File: config.mk
export PLATFORM = sky130hd
export DESIGN_NAME = if_fetch_unit
export DESIGN_NICKNAME = d
export VERILOG_FILES = /design/src/rtl/if_fetch_unit.sv
export SDC_FILE = /design/constraint.sdc
export NUM_CORES = 1
export LEC_CHECK = 0
export ABC_AREA = 1
export BUFFER_PORTS_ARGS = -buffer_cell sky130_fd_sc_hd__buf_4
export CORE_MARGIN = 5
export CORE_UTILIZATION = 50
export CTS_BUF_LIST = sky130_fd_sc_hd__clkbuf_4 sky130_fd_sc_hd__clkbuf_8 sky130_fd_sc_hd__clkbuf_16
export DETAILED_ROUTE_END_ITERATION = 8
export PLACE_DENSITY = 0.8
export SKIP_CTS_REPAIR_TIMING = 1
export SLEW_MARGIN = 20
export SYNTH_ARGS = -nofsm -noshare
export SYNTH_HDL_FRONTEND = slang
export SYNTH_SLANG_ARGS = --single-unit
File: constraint.sdc
create_clock -name clk -period 2 [get_ports clk]
set_clock_uncertainty 0.05 [all_clocks]
set_input_delay 0.1 -clock clk [delete_from_list [all_inputs] [get_ports clk]]
set_output_delay 0.1 -clock clk [all_outputs]
set_load 0.01 [all_outputs]
File: src/rtl/if_fetch_unit.sv
// ----------------------------------------------------------------------------
// if_fetch_unit
//   Instruction-fetch front end feeding the IF/ID pipeline register. Owns the
//   program counter, issues one-outstanding-request fetches to the Icache and
//   holds one returned instruction while ID is stalled. Redirects (branch,
//   jalr, soft address reset) update the PC; a response that a redirect has
//   made stale is dropped.
//
// Ports
//   clk, rst               clock, synchronous active-low reset
//   address_rst            soft restart to RESET_PC (ignores Dstall)
//   Dstall                 downstream hold, IF/ID does not capture while high
//   flush / branch_target  branch redirect (wins over jalr)
//   flush_jalr/jalr_target jalr redirect
//   icache_req/addr/ready  fetch request handshake (accepted when req&ready)
//   icache_rvalid/rdata    fetch response
//   PC_added, Icache_out   held instruction address+4 and instruction
//   Istall                 high whenever no valid instruction is offered
//   dbg_state              current FSM state (IDLE=0 WAIT=1 HOLD=2 DISCARD=3)
//
// Handshake: a request transfers on a rising edge where icache_req and
// icache_ready are both high; icache_rvalid is only honoured in WAIT/DISCARD,
// and an instruction is consumed on an edge where Istall=0 and Dstall=0.
// ----------------------------------------------------------------------------
module if_fetch_unit #(
    parameter int                   DATA_SIZE = 32,
    parameter logic [DATA_SIZE-1:0] RESET_PC  = '0,
    parameter logic [DATA_SIZE-1:0] NOP_INSTR = 32'h0000_0013
) (
    input  logic                 clk,
    input  logic                 rst,
    input  logic                 address_rst,
    input  logic                 Dstall,
    input  logic                 flush,
    input  logic [DATA_SIZE-1:0] branch_target,
    input  logic                 flush_jalr,
    input  logic [DATA_SIZE-1:0] jalr_target,
    output logic                 icache_req,
    output logic [DATA_SIZE-1:0] icache_addr,
    input  logic                 icache_ready,
    input  logic                 icache_rvalid,
    input  logic [DATA_SIZE-1:0] icache_rdata,
    output logic [DATA_SIZE-1:0] PC_added,
    output logic [DATA_SIZE-1:0] Icache_out,
    output logic                 Istall,
    output logic [1:0]           dbg_state
);

    typedef enum logic [1:0] {
        S_IDLE    = 2'd0,
        S_WAIT    = 2'd1,
        S_HOLD    = 2'd2,
        S_DISCARD = 2'd3
    } state_t;

    state_t               state_q, state_d;
    logic [DATA_SIZE-1:0] pc_q, pc_d;
    logic [DATA_SIZE-1:0] instr_q, instr_d;
    logic [DATA_SIZE-1:0] pc_added_q, pc_added_d;

    logic                 redirect;
    logic [DATA_SIZE-1:0] target_raw;
    logic [DATA_SIZE-1:0] target;
    logic [DATA_SIZE-1:0] pc_plus4;

    // address_rst beats any flush and ignores Dstall; flush beats flush_jalr
    // because it belongs to the older instruction.
    always_comb begin
        redirect   = address_rst | (~Dstall & (flush | flush_jalr));
        target_raw = address_rst ? RESET_PC :
                     flush       ? branch_target : jalr_target;
        target     = target_raw & ~DATA_SIZE'(3);
        pc_plus4   = pc_q + DATA_SIZE'(4);
    end

    always_comb begin
        state_d    = state_q;
        pc_d       = pc_q;
        instr_d    = instr_q;
        pc_added_d = pc_added_q;
        case (state_q)
            S_IDLE: begin
                // A redirect on an accepted request still completes the
                // handshake, so that response must be thrown away.
                if (redirect) begin
                    pc_d    = target;
                    state_d = icache_ready ? S_DISCARD : S_IDLE;
                end else if (icache_ready) begin
                    state_d = S_WAIT;
                end
            end
            S_WAIT: begin
                if (redirect) begin
                    pc_d    = target;
                    state_d = icache_rvalid ? S_IDLE : S_DISCARD;
                end else if (icache_rvalid) begin
                    instr_d    = icache_rdata;
                    pc_added_d = pc_plus4;
                    state_d    = S_HOLD;
                end
            end
            S_HOLD: begin
                // On redirect the held instruction is dropped, not consumed.
                if (redirect) begin
                    pc_d    = target;
                    state_d = S_IDLE;
                end else if (!Dstall) begin
                    pc_d    = pc_plus4;
                    state_d = S_IDLE;
                end
            end
            S_DISCARD: begin
                if (redirect) begin
                    pc_d = target;
                end
                if (icache_rvalid) begin
                    state_d = S_IDLE;
                end
            end
            default: state_d = S_IDLE;
        endcase
    end

    always_ff @(posedge clk) begin
        if (!rst) begin
            state_q    <= S_IDLE;
            pc_q       <= RESET_PC;
            instr_q    <= NOP_INSTR;
            pc_added_q <= '0;
        end else begin
            state_q    <= state_d;
            pc_q       <= pc_d;
            instr_q    <= instr_d;
            pc_added_q <= pc_added_d;
        end
    end

    // The buffer is valid only in HOLD; elsewhere present a NOP bubble.
    always_comb begin
        icache_req  = (state_q == S_IDLE);
        icache_addr = pc_q;
        Istall      = (state_q != S_HOLD);
        Icache_out  = (state_q == S_HOLD) ? instr_q    : NOP_INSTR;
        PC_added    = (state_q == S_HOLD) ? pc_added_q : '0;
        dbg_state   = state_q;
    end

endmodule

==> qor.csv <==
metric;value;unit
synthTopCellsByCount;sky130_fd_sc_hd__nor2_1, sky130_fd_sc_hd__o21ai_0, sky130_fd_sc_hd__nand2_1;
synth.top_cell.area_share;35.23;%
post_synth_mux_area_share;0;%
timing.critical_path.fanout_max;28;
netSwitchingPower;1.251;mW
drv_cap;0;
clock_tree_from_tritoncts;done;
dominantRegCellSynth;sky130_fd_sc_hd__dfxtp_1;
detailroute.via_count;5861;
final_max_slew_viol_count;0;
worstSetupPathDepth;5;
synth_compound_area_share;23.05;%
violations;hold timing;
routed-wl-met2;6872;microns
final-hold-violation-count;14;
synthAdderAreaFrac;0.2342;%
drive_above_1_share;25.36;%
tightest_slew;0.6148;ns
gp_congestion;0.9045;
post_synth_instance_area;5341;sq um
tritoncts_num_sinks;94;
finalHoldWorstSlack;-0.02552;ns
start_util;51.51;%
worstPathBufferInverterCount;3;
p_int;3.066;mW
yosys.area.top_type;sky130_fd_sc_hd__dfxtp_1;
routed_wirelength;15840;microns
dr.max_layer_used;met4;
worstRegToRegCells;8;
max_freq;0.5431;GHz
cp_data_required_time;1.85;ns
port_buffers;195;
global_route_wire_length_before_repair;25290;microns
clk_lat_worst_skew;0.37;ns
synth_enable_flop_cells;0;
final_period_minus_worst_setup_slack;1.841;ns
cts_root_buffer;sky130_fd_sc_hd__clkbuf_8;
synthDistinctLibCells;32;
timing.hold.worst.class;in -> reg;
final_min_period_over_clock_period;92.07;%
peakVddDrop;0.3044;mV
slew-limit-headroom;59.02;%
post_synth_inst_count;856;
grt_max_degree;91;
antenna-diode-count;0;
placeable_core_area;10370;sq um
ys_warn_count;0;
cts_htree_levels;3;
syn2layout_area_growth;34.88;%
ant_nets;0;
detailedPlace.worstSlack;0.2646;ns
die_w;113.4;microns
synth.avg_cell_area;6.240;sq um
via_cell_ratio;4.963;
detail_route.first_pass.iterations;5;
path_class;reg -> out;
synth-simple-area-share;25.53;%
yosys.area_share.xor_xnor;2.296;%
post_synth_main_area_contributors;sky130_fd_sc_hd__dfxtp_1, sky130_fd_sc_hd__o21ai_0, sky130_fd_sc_hd__nor2_1;
critPathLaunchType;flip-flop;
synth.yosys.seq_area_share;35.23;%
setup_viol_count_final;0;
first_global_vias;5208;
setup_ws;0.1587;ns
num_io_pins;204;
grt_overflow_total;0;
post-route-drc-count;0;
die_height;113.4;microns
crit_family;buffers and inverters;
setup_total_negative_slack;0;ns
clock_pin_slew_worst_setup_and_hold_paths;0.08;ns
cellPowerDensity;599.2;nW/um^2
timing.critical_path.arrival;1.69;ns
gr-usage-all-layers;23.81;%
yosys_register_bits;94;
detailedRoute.firstIterationViolations;565;
p_seq_share;48.2;%
endpoint_kind;output pin;
rsz0062_at_grt;no;
met3WireLength;1331;microns
timing.hold.worst_path_depth;3;
cp_slowest_cell;sky130_fd_sc_hd__dfxtp_1;
wire_per_inst;13.41;microns
layout.nets;1147;
p_sw_share;28.97;%
p_comb_share;21.9;%
synth.most_common_cell;sky130_fd_sc_hd__nor2_1;
cts.path.max_buffers;2;
grt_antenna_before_repair;0;
cts_buffers;9;
cpPeakStageDelay;0.48;ns
power.static_leakage;3.281;nW
design.die.area;12850;sq um
met1Wirelength;7377;microns
place_hpwl;11780;microns
status;complete, but fails checks;
part_of_the_total_power_dissipated_in_the_clock_network;29.9;%
floorplan.rows;37;
synth-async-reset-ratio;0;%
critical_path.cell_chain;nor2_4 -> inv_4 -> buf_6 -> nor2_1 -> buf_4;
largest_family_of_logic_cells_by_synthesized_area;simple AND/OR/NAND/NOR gates;
stage by stage:
| stage | hold slack, ns | instance area (sq um) | utilization (%) | total power, mW | std cells |
|---|---|---|---|---|---|
| floorplan | 0.1632 | 5353 | - | 2.627 | 859 |
| global placement | 0.2541 | 6870 | 66.25 | 3.026 | 1154 |
| detailed placement | 0.2572 | 6870 | 66.25 | 3.037 | 1154 |
| CTS | -0.1259 | 7067 | 68.15 | 4.305 | 1168 |
| global route | 0.001614 | 7204 | 69.47 | 4.550 | 1181 |
| finish | -0.02552 | 7204 | 69.47 | 4.317 | 1181 |
metal layers:
metal | track usage [%] | up-vias
met5 | 0 | -
met4 | 5.849 | 0
met3 | 5.294 | 26
met2 | 35.82 | 234
met1 | 34.56 | 2545
li1 | - | 3056
worst register-to-register path, cell delays in order (launching register included):
cell and delay, ns:
sky130_fd_sc_hd__dfxtp_1 0.40, sky130_fd_sc_hd__ha_1 0.21, sky130_fd_sc_hd__nand2_1 0.08, sky130_fd_sc_hd__nor2_2 0.14
sky130_fd_sc_hd__nand2_2 0.12, sky130_fd_sc_hd__nor2_2 0.27, sky130_fd_sc_hd__xor2_1 0.28, sky130_fd_sc_hd__nand2_1 0.09
sky130_fd_sc_hd__a21oi_1 0.12
final timing paths:
kind,from,end,slack (ns)
setup / recovery,dbg_state[0]$_SDFFE_PN0P_,PC_added[20],0.16
setup reg to reg,icache_addr[3]$_SDFFE_PN0P_,icache_addr[18]$_SDFFE_PN0P_,0.20
hold reg to reg,instr_q[26]$_SDFFE_PN0P_,instr_q[26]$_SDFFE_PN0P_,0.41
hold / removal,icache_rdata[20],instr_q[20]$_SDFFE_PN0P_,-0.03
layout make-up:
class / instances / area [sq um]
tap: 136 / 170.2
timing repair buffer: 224 / 1730
inverter: 127 / 479.2
sequential: 94 / 1883
clock inverter: 1 / 30.03
multi-input combinational: 586 / 2745
clock buffer: 13 / 166.4
fill: 937 / 3166
cells in the final DEF, fill, tap and decap left out, drive strengths merged, types with 2 or more instances in the layout:
cell type    Yosys  layout
a21oi           93      93
and2             3       3
buf             24     211
clkbuf          28      13
conb             1       4
dfxtp           94      94
dlygate4sd3      0      13
inv            127     127
nand2          124     124
nand3           17      17
nand3b           6       6
nor2           168     168
nor3             2       2
o21ai          148     148
or2              4       4
xnor2            5       5
xor2             9       9
power by group through the flow:
stage / Combinational, mW / Sequential, mW / Clock, mW
after detailed placement: 0.918 / 2.12 / 0
after global routing: 1.06 / 2.10 / 1.40
final: 0.947 / 2.08 / 1.29
after floorplan: 0.504 / 2.12 / 0
after CTS: 0.920 / 2.08 / 1.31
after global placement: 0.906 / 2.12 / 0
flip-flops by register name, summed over array words and instances (netlist names):
signal       count
dbg_state        2
pc_added_q      30
icache_addr     30
instr_q         32
logic make-up (layout without fill, tap and decap cells):
family,count (synthesis),after routing
AO/OA/AOI/OAI,243,243
other,1,4
XOR/XNOR,14,14
buffers and inverters,179,365
adder cells (fa/ha/maj),1,1
flip-flops,94,94
AND/OR/NAND/NOR,324,324
Note: power is estimated with default switching activity, not from simulation.
